$ cat config.mk
export PLATFORM = sky130hd
export DESIGN_NAME = alu_result_arbiter
export DESIGN_NICKNAME = d
export VERILOG_FILES = /design/src/rtl/alu_pkg.sv /design/src/rtl/alu_result_arbiter_sat_counter.sv /design/src/rtl/alu_result_arbiter.sv
export SDC_FILE = /design/constraint.sdc
export NUM_CORES = 1
export LEC_CHECK = 0
export BUFFER_PORTS_ARGS = -buffer_cell sky130_fd_sc_hd__buf_2
export CORE_ASPECT_RATIO = 0.8
export CORE_MARGIN = 2
export CORE_UTILIZATION = 42
export CTS_CLUSTER_SIZE = 30
export DETAILED_ROUTE_END_ITERATION = 16
export PLACE_DENSITY = 0.81
export SYNTH_ARGS = -nofsm -noshare
export SYNTH_HDL_FRONTEND = slang
export SYNTH_SLANG_ARGS = --single-unit
export TNS_END_PERCENT = 100
$ cat constraint.sdc
create_clock -name clk -period 1.7 [get_ports clk]
set_clock_uncertainty 0.1 [all_clocks]
set_input_delay 0.085 -clock clk [delete_from_list [all_inputs] [get_ports clk]]
set_output_delay 0.085 -clock clk [all_outputs]
set_load 0.01 [all_outputs]
$ cat src/rtl/alu_pkg.sv
// Shared constants for the ALU result path: word widths, grant, state and
// priority-mode encodings, plus the arbitration decision helper.
package alu_pkg;

    localparam int ALU_DATA_SIZE      = 16;
    localparam int ALU_ID_SIZE        = 8;
    localparam int ALU_FIFO_OUT_WIDTH = ALU_DATA_SIZE + 1 + ALU_ID_SIZE;
    localparam int ALU_CNT_WIDTH      = 8;

    localparam logic GNT_ADD = 1'b0;
    localparam logic GNT_MUL = 1'b1;

    localparam logic ST_IDLE  = 1'b0;
    localparam logic ST_WRITE = 1'b1;

    localparam logic PRIO_RR        = 1'b0;
    localparam logic PRIO_MUL_FIRST = 1'b1;

    // A lone requester always wins; on a tie the mode decides, and round-robin
    // hands the slot to whichever source did not win last time.
    function automatic logic pick_winner(
        input logic a_valid,
        input logic m_valid,
        input logic prio_mode,
        input logic last_grant
    );
        logic win;
        if (a_valid && m_valid) begin
            if (prio_mode == PRIO_RR) begin
                win = (last_grant == GNT_ADD) ? GNT_MUL : GNT_ADD;
            end else begin
                win = GNT_MUL;
            end
        end else if (m_valid) begin
            win = GNT_MUL;
        end else begin
            win = GNT_ADD;
        end
        return win;
    endfunction

endpackage

$ cat src/rtl/alu_result_arbiter_sat_counter.sv
// Saturating up-counter with a synchronous clear that overrides increment.
module sat_counter
    import alu_pkg::*;
#(
    parameter int CNT_WIDTH = ALU_CNT_WIDTH
) (
    input  logic                 clk,
    input  logic                 rst,
    input  logic                 inc,
    input  logic                 clr,
    output logic [CNT_WIDTH-1:0] count
);

    localparam logic [CNT_WIDTH-1:0] CNT_MAX = {CNT_WIDTH{1'b1}};
    localparam logic [CNT_WIDTH-1:0] CNT_ONE = {{(CNT_WIDTH-1){1'b0}}, 1'b1};

    logic [CNT_WIDTH-1:0] count_r;

    // Count register: clear beats increment, increment stops at all-ones
    always_ff @(posedge clk) begin
        if (rst) begin
            count_r <= {CNT_WIDTH{1'b0}};
        end else if (clr) begin
            count_r <= {CNT_WIDTH{1'b0}};
        end else if (inc && (count_r != CNT_MAX)) begin
            count_r <= count_r + CNT_ONE;
        end else begin
            count_r <= count_r;
        end
    end

    assign count = count_r;

endmodule

$ cat src/rtl/alu_result_arbiter.sv
// Arbitrates adder and multiplier results onto the single result FIFO write
// port, acknowledging the winner and counting completions per source.
module alu_result_arbiter
    import alu_pkg::*;
#(
    parameter int DATA_SIZE      = ALU_DATA_SIZE,
    parameter int ID_SIZE        = ALU_ID_SIZE,
    parameter int FIFO_OUT_WIDTH = DATA_SIZE + 1 + ID_SIZE,
    parameter int CNT_WIDTH      = ALU_CNT_WIDTH
) (
    input  logic                      clk,
    input  logic                      rst,
    input  logic                      a_valid_res,
    input  logic [FIFO_OUT_WIDTH-1:0] result_add,
    input  logic                      m_valid_res,
    input  logic [FIFO_OUT_WIDTH-1:0] result_mul,
    input  logic                      ready_f_res,
    input  logic                      prio_mode,
    input  logic                      cnt_clr,
    output logic                      w_en_out,
    output logic [FIFO_OUT_WIDTH-1:0] fifo_res,
    output logic                      sum_written,
    output logic                      mul_written,
    output logic [CNT_WIDTH-1:0]      add_cnt,
    output logic [CNT_WIDTH-1:0]      mul_cnt,
    output logic                      busy
);

    logic                      state_r;
    logic                      last_grant_r;
    logic                      w_en_r;
    logic [FIFO_OUT_WIDTH-1:0] fifo_res_r;
    logic                      sum_written_r;
    logic                      mul_written_r;
    logic                      busy_r;

    logic start_s;
    logic win_s;

    // Grant decision, only meaningful in IDLE with FIFO space and a requester
    always_comb begin
        start_s = 1'b0;
        win_s   = last_grant_r;
        if ((state_r == ST_IDLE) && ready_f_res && (a_valid_res || m_valid_res)) begin
            start_s = 1'b1;
            win_s   = pick_winner(a_valid_res, m_valid_res, prio_mode, last_grant_r);
        end else begin
            start_s = 1'b0;
            win_s   = last_grant_r;
        end
    end

    // Two-state FSM; every write-side output is registered so WRITE drives them directly
    always_ff @(posedge clk) begin
        if (rst) begin
            state_r       <= ST_IDLE;
            last_grant_r  <= GNT_MUL;
            w_en_r        <= 1'b0;
            fifo_res_r    <= {FIFO_OUT_WIDTH{1'b0}};
            sum_written_r <= 1'b0;
            mul_written_r <= 1'b0;
            busy_r        <= 1'b0;
        end else begin
            case (state_r)
                ST_IDLE: begin
                    if (start_s) begin
                        state_r       <= ST_WRITE;
                        last_grant_r  <= win_s;
                        w_en_r        <= 1'b1;
                        fifo_res_r    <= (win_s == GNT_MUL) ? result_mul : result_add;
                        sum_written_r <= (win_s == GNT_ADD);
                        mul_written_r <= (win_s == GNT_MUL);
                        busy_r        <= 1'b1;
                    end else begin
                        state_r       <= ST_IDLE;
                        last_grant_r  <= last_grant_r;
                        w_en_r        <= 1'b0;
                        fifo_res_r    <= fifo_res_r;
                        sum_written_r <= 1'b0;
                        mul_written_r <= 1'b0;
                        busy_r        <= 1'b0;
                    end
                end
                // Valids are not sampled here, so a source still asserting
                // valid during its ack cannot be granted twice.
                ST_WRITE: begin
                    state_r       <= ST_IDLE;
                    last_grant_r  <= last_grant_r;
                    w_en_r        <= 1'b0;
                    fifo_res_r    <= fifo_res_r;
                    sum_written_r <= 1'b0;
                    mul_written_r <= 1'b0;
                    busy_r        <= 1'b0;
                end
                default: begin
                    state_r       <= ST_IDLE;
                    last_grant_r  <= last_grant_r;
                    w_en_r        <= 1'b0;
                    fifo_res_r    <= fifo_res_r;
                    sum_written_r <= 1'b0;
                    mul_written_r <= 1'b0;
                    busy_r        <= 1'b0;
                end
            endcase
        end
    end

    sat_counter #(
        .CNT_WIDTH (CNT_WIDTH)
    ) u_add_cnt (
        .clk   (clk),
        .rst   (rst),
        .inc   (sum_written_r),
        .clr   (cnt_clr),
        .count (add_cnt)
    );

    sat_counter #(
        .CNT_WIDTH (CNT_WIDTH)
    ) u_mul_cnt (
        .clk   (clk),
        .rst   (rst),
        .inc   (mul_written_r),
        .clr   (cnt_clr),
        .count (mul_cnt)
    );

    assign w_en_out    = w_en_r;
    assign fifo_res    = fifo_res_r;
    assign sum_written = sum_written_r;
    assign mul_written = mul_written_r;
    assign busy        = busy_r;

endmodule

==> impl_metrics.prom <==
# TYPE chip_impl_metric gauge
chip_impl_metric{name="fp.dieW",unit="um"} 84.77
chip_impl_metric{name="crit_required",unit="ps"} 1830
chip_impl_metric{name="die-area",unit="um2"} 5816
chip_impl_info{name="path_class",value="flip-flop to flip-flop"} 1
chip_impl_metric{name="critical_path.max_fanout",unit=""} 7
chip_impl_info{name="clk_root_buffer_cell",value="clkbuf_8"} 1
chip_impl_info{name="r2r_start",value="u_add_cnt.count[1]$_SDFFE_PP0P_"} 1
chip_impl_metric{name="detailroute.via_count",unit=""} 2645
chip_impl_metric{name="initial_antenna_violation_count",unit=""} 0
chip_impl_metric{name="drive_gt1_share",unit="%"} 32.40
chip_impl_metric{name="antenna_left",unit=""} 0
chip_impl_metric{name="hold_depth",unit=""} 3
chip_impl_metric{name="area_delta_synth_final",unit="%"} 47.77
chip_impl_metric{name="post-place-ws",unit="ps"} -5.117
chip_impl_metric{name="post_layout_cell_count",unit=""} 454
chip_impl_metric{name="path_clk_slew",unit="ps"} 80
chip_impl_metric{name="leakage",unit="uW"} 0.001379
chip_impl_metric{name="design_power",unit="uW"} 2297
chip_impl_metric{name="grt_overflow",unit=""} 0
chip_impl_info{name="worst_hold_path_type",value="input pin to flip-flop"} 1
chip_impl_metric{name="grt_pass1_wl",unit="um"} 11360
chip_impl_metric{name="finalWorstSetupSlack",unit="ps"} 91.09
chip_impl_info{name="hold_start",value="result_add[5]"} 1
chip_impl_metric{name="drv_cap",unit=""} 0
chip_impl_metric{name="dpl.hpwl",unit="um"} 4237
chip_impl_metric{name="std_cell_rows",unit=""} 23
chip_impl_metric{name="yosys_warnings",unit=""} 0
chip_impl_metric{name="start_util",unit="%"} 43.78
chip_impl_metric{name="largest_net_degree_at_the_start_of_global_routing",unit=""} 32
chip_impl_metric{name="io_buffer_count",unit=""} 101
chip_impl_metric{name="chipHeight",unit="um"} 68.62
chip_impl_metric{name="worst_slew_margin_rel",unit="%"} 64.38
chip_impl_metric{name="synth_seq_area_share",unit="%"} 41.10
chip_impl_metric{name="setup_viol_count_final",unit=""} 0
chip_impl_info{name="run_status",value="finished clean"} 1
chip_impl_metric{name="placedCellCount",unit=""} 403
chip_impl_metric{name="ys_async_sr_fraction",unit="%"} 0
chip_impl_metric{name="slew_violations",unit=""} 0
chip_impl_metric{name="setup-tns-final",unit="ps"} 0
chip_impl_info{name="synth_area_leaders",value="dfxtp_1 41%, a311oi_1 9.6%, a21oi_1 7.1%"} 1
chip_impl_info{name="critPathLaunchType",value="flip-flop"} 1
chip_impl_metric{name="number_of_drc_markers_after_the_initial_detailed_route_iteration",unit=""} 126
chip_impl_metric{name="detail_route.vias_per_cell",unit=""} 5.826
chip_impl_metric{name="grt_usage",unit="%"} 24.73
chip_impl_metric{name="synth_cell_type_count",unit=""} 42
chip_impl_metric{name="r2r_setup_slack",unit="ps"} 90
chip_impl_metric{name="finalHoldViolations",unit=""} 0
chip_impl_info{name="rr_endpoint",value="u_add_cnt.count[7]$_SDFFE_PP0P_"} 1
chip_impl_metric{name="n_fill_cell",unit=""} 451
chip_impl_metric{name="post_synth.cell_area_avg",unit="um2"} 8.563
chip_impl_metric{name="route.detailed.drc",unit=""} 0
chip_impl_metric{name="insertedDiodeCount",unit=""} 0
chip_impl_metric{name="fmaxAchievable",unit="GHz"} 0.6215
chip_impl_metric{name="power.density_cell_area",unit="nW/um2"} 709.2
chip_impl_metric{name="max_slew.worst_pin.slew",unit="ps"} 534.3
chip_impl_info{name="end_kind",value="flip-flop"} 1
chip_impl_metric{name="finish.net_count",unit=""} 451
chip_impl_metric{name="ff2ff_path_depth",unit=""} 4
chip_impl_metric{name="wire_per_inst",unit="um"} 15.87
chip_impl_info{name="min_delay_worst_endpoint",value="fifo_res[5]$_SDFFE_PP0P_"} 1
chip_impl_metric{name="ctsHtreeMaxLevel",unit=""} 2
chip_impl_metric{name="cts_sinks",unit=""} 45
chip_impl_info{name="clock_tree_from_tritoncts",value="done"} 1
chip_impl_metric{name="final.period_utilization",unit="%"} 94.64
chip_impl_metric{name="number_of_enable_type_register_cells_in_the_synthesized_netlist",unit=""} 0
chip_impl_metric{name="critPathArrivalTime",unit="ps"} 1740
chip_impl_metric{name="gp_routability_congestion",unit=""} 0.8715
chip_impl_metric{name="clock_tree.buffer_depth",unit=""} 2
chip_impl_info{name="synth_area_leader_cell",value="dfxtp_1"} 1
chip_impl_metric{name="yosysTopAreaCellShare",unit="%"} 41.10
chip_impl_info{name="yosys_most_used_dff",value="dfxtp_1"} 1
chip_impl_metric{name="postSynthNetCount",unit=""} 315
chip_impl_metric{name="clkLatencyLatePin",unit="ps"} 300
chip_impl_info{name="rsz0062_at_grt",value="false"} 1
chip_impl_metric{name="grt_pass1_vias",unit=""} 2479
chip_impl_metric{name="numCtsBuffers",unit=""} 5
chip_impl_metric{name="period_minus_slack",unit="ps"} 1609
chip_impl_metric{name="ios",unit=""} 102
chip_impl_metric{name="power.ir.vdd_worst",unit="mV"} 0.5155
chip_impl_metric{name="postLayoutCoreUtil",unit="%"} 64.69
chip_impl_metric{name="flop_and_latch_count_out_of_synthesis",unit=""} 45
chip_impl_metric{name="fp.coreArea",unit="um2"} 5007
chip_impl_metric{name="route.final.wire_length",unit="um"} 7205
chip_impl_metric{name="first_pass_iters",unit=""} 4
chip_impl_metric{name="netlist_instances",unit=""} 256
chip_impl_metric{name="synth.cell_area",unit="um2"} 2192
==> repair_timing <==
action                                  CTS  global route
hold buffers                             44             0
endpoints found under the setup margin    1             2
hold endpoints to repair                 22             0
gates resized for setup                   1             1
setup buffers                             0             0
==> worst max path at each step <==
stage	start	endpoint	depth (start not counted)
floorplan	u_add_cnt.count[0]$_SDFFE_PP0P_	u_add_cnt.count[7]$_SDFFE_PP0P_	5
global placement	busy$_SDFF_PP0_	fifo_res[14]$_SDFFE_PP0P_	3
detailed placement	busy$_SDFF_PP0_	fifo_res[18]$_SDFFE_PP0P_	3
CTS	u_add_cnt.count[1]$_SDFFE_PP0P_	u_add_cnt.count[7]$_SDFFE_PP0P_	4
global route	u_add_cnt.count[1]$_SDFFE_PP0P_	u_add_cnt.count[7]$_SDFFE_PP0P_	4
finish	u_add_cnt.count[1]$_SDFFE_PP0P_	u_add_cnt.count[7]$_SDFFE_PP0P_	4
==> power breakdown <==
part	leakage, uW	internal (uW)	total [uW]	switching (uW)
clock network	0.0000443	323	672	349
logic	0.000966	237	480	243
registers	0.000369	1110	1150	35.1
total	0.00138	1670	2300	627
==> stage by stage <==
step           hold slack [ps]  instance area (um2)
2_1_floorplan            154.7                 2192
3_3_place_gp             276.4                 2709
3_5_place_dp             281.3                 2709
4_1_cts                  1.546                 3237
5_1_grt                  14.61                 3239
6_report                 14.12                 3239
==> sequential cells by signal (all words and copies together), names as in the netlist <==
register and flops:
mul_written 1, busy 1, u_add_cnt.count 8, fifo_res 25, u_mul_cnt.count 8, sum_written 1, last_grant_r 1
==> critical path, cell delays in order, from the launching register on <==
cell     delay (ps)
dfxtp_1         360
ha_2            220
and4_4          220
or4_1           490
a21oi_1         150
==> cell usage after synthesis, types with 5 or more instances <==
library cell,instances
dfxtp_1,45
a21oi_1,31
nand3_1,28
o21ai_0,25
a311oi_1,24
clkbuf_1,14
nand2_1,13
a31oi_1,7
buf_6,5
mux2i_1,5
nor3_1,5
==> cell families (layout without fill, tap and decap cells) <==
family | after synthesis | count (layout) | share of synthesized area [%]
buffers and inverters | 28 | 164 | 6.906
and+or+nand+nor | 74 | 74 | 18.67
muxes | 5 | 5 | 2.283
adders and majority gates | 2 | 2 | 1.141
AOI/OAI and AO/OA | 102 | 102 | 29.91
DFF | 45 | 45 | 41.10
==> cells in the final DEF, fill, tap and decap left out, drive strengths merged, types with 2 or more instances in the layout <==
| cell type | count |
|---|---|
| dfxtp | 45 |
| a211oi | 3 |
| nor2 | 2 |
| ha | 2 |
| buf | 111 |
| a21oi | 31 |
| or2 | 2 |
| mux2i | 5 |
| clkbuf | 7 |
| inv | 2 |
| a311oi | 26 |
| nor4 | 3 |
| and4 | 6 |
| nor2b | 2 |
| nand3 | 28 |
| or3 | 2 |
| nand4 | 4 |
| a31oi | 7 |
| dlygate4sd3 | 44 |
| nand2 | 13 |
| and3 | 3 |
| nor3 | 5 |
| o21ai | 29 |
==> routing by layer <==
layer | vias to the layer above | part of all wire, % | GRT usage [%]
met5 | - | 0 | 0
met4 | 0 | 4.7 | 15.67
met3 | 37 | 8.8 | 5.952
met2 | 155 | 48 | 41.04
met1 | 1190 | 39 | 29.47
li1 | 1263 | - | -
==> layout make-up <==
| type | count | area, um2 | share of cell area [%] |
|---|---|---|---|
| Inverter | 2 | 7.507 | 0.2317 |
| Tap cell | 62 | 77.57 | 2.395 |
| Timing Repair Buffer | 155 | 1021 | 31.52 |
| Clock buffer | 7 | 86.33 | 2.665 |
| Sequential cell | 45 | 900.9 | 27.81 |
| Multi-Input combinational cell | 183 | 1146 | 35.38 |
Note: power is estimated with default switching activity, not from simulation.
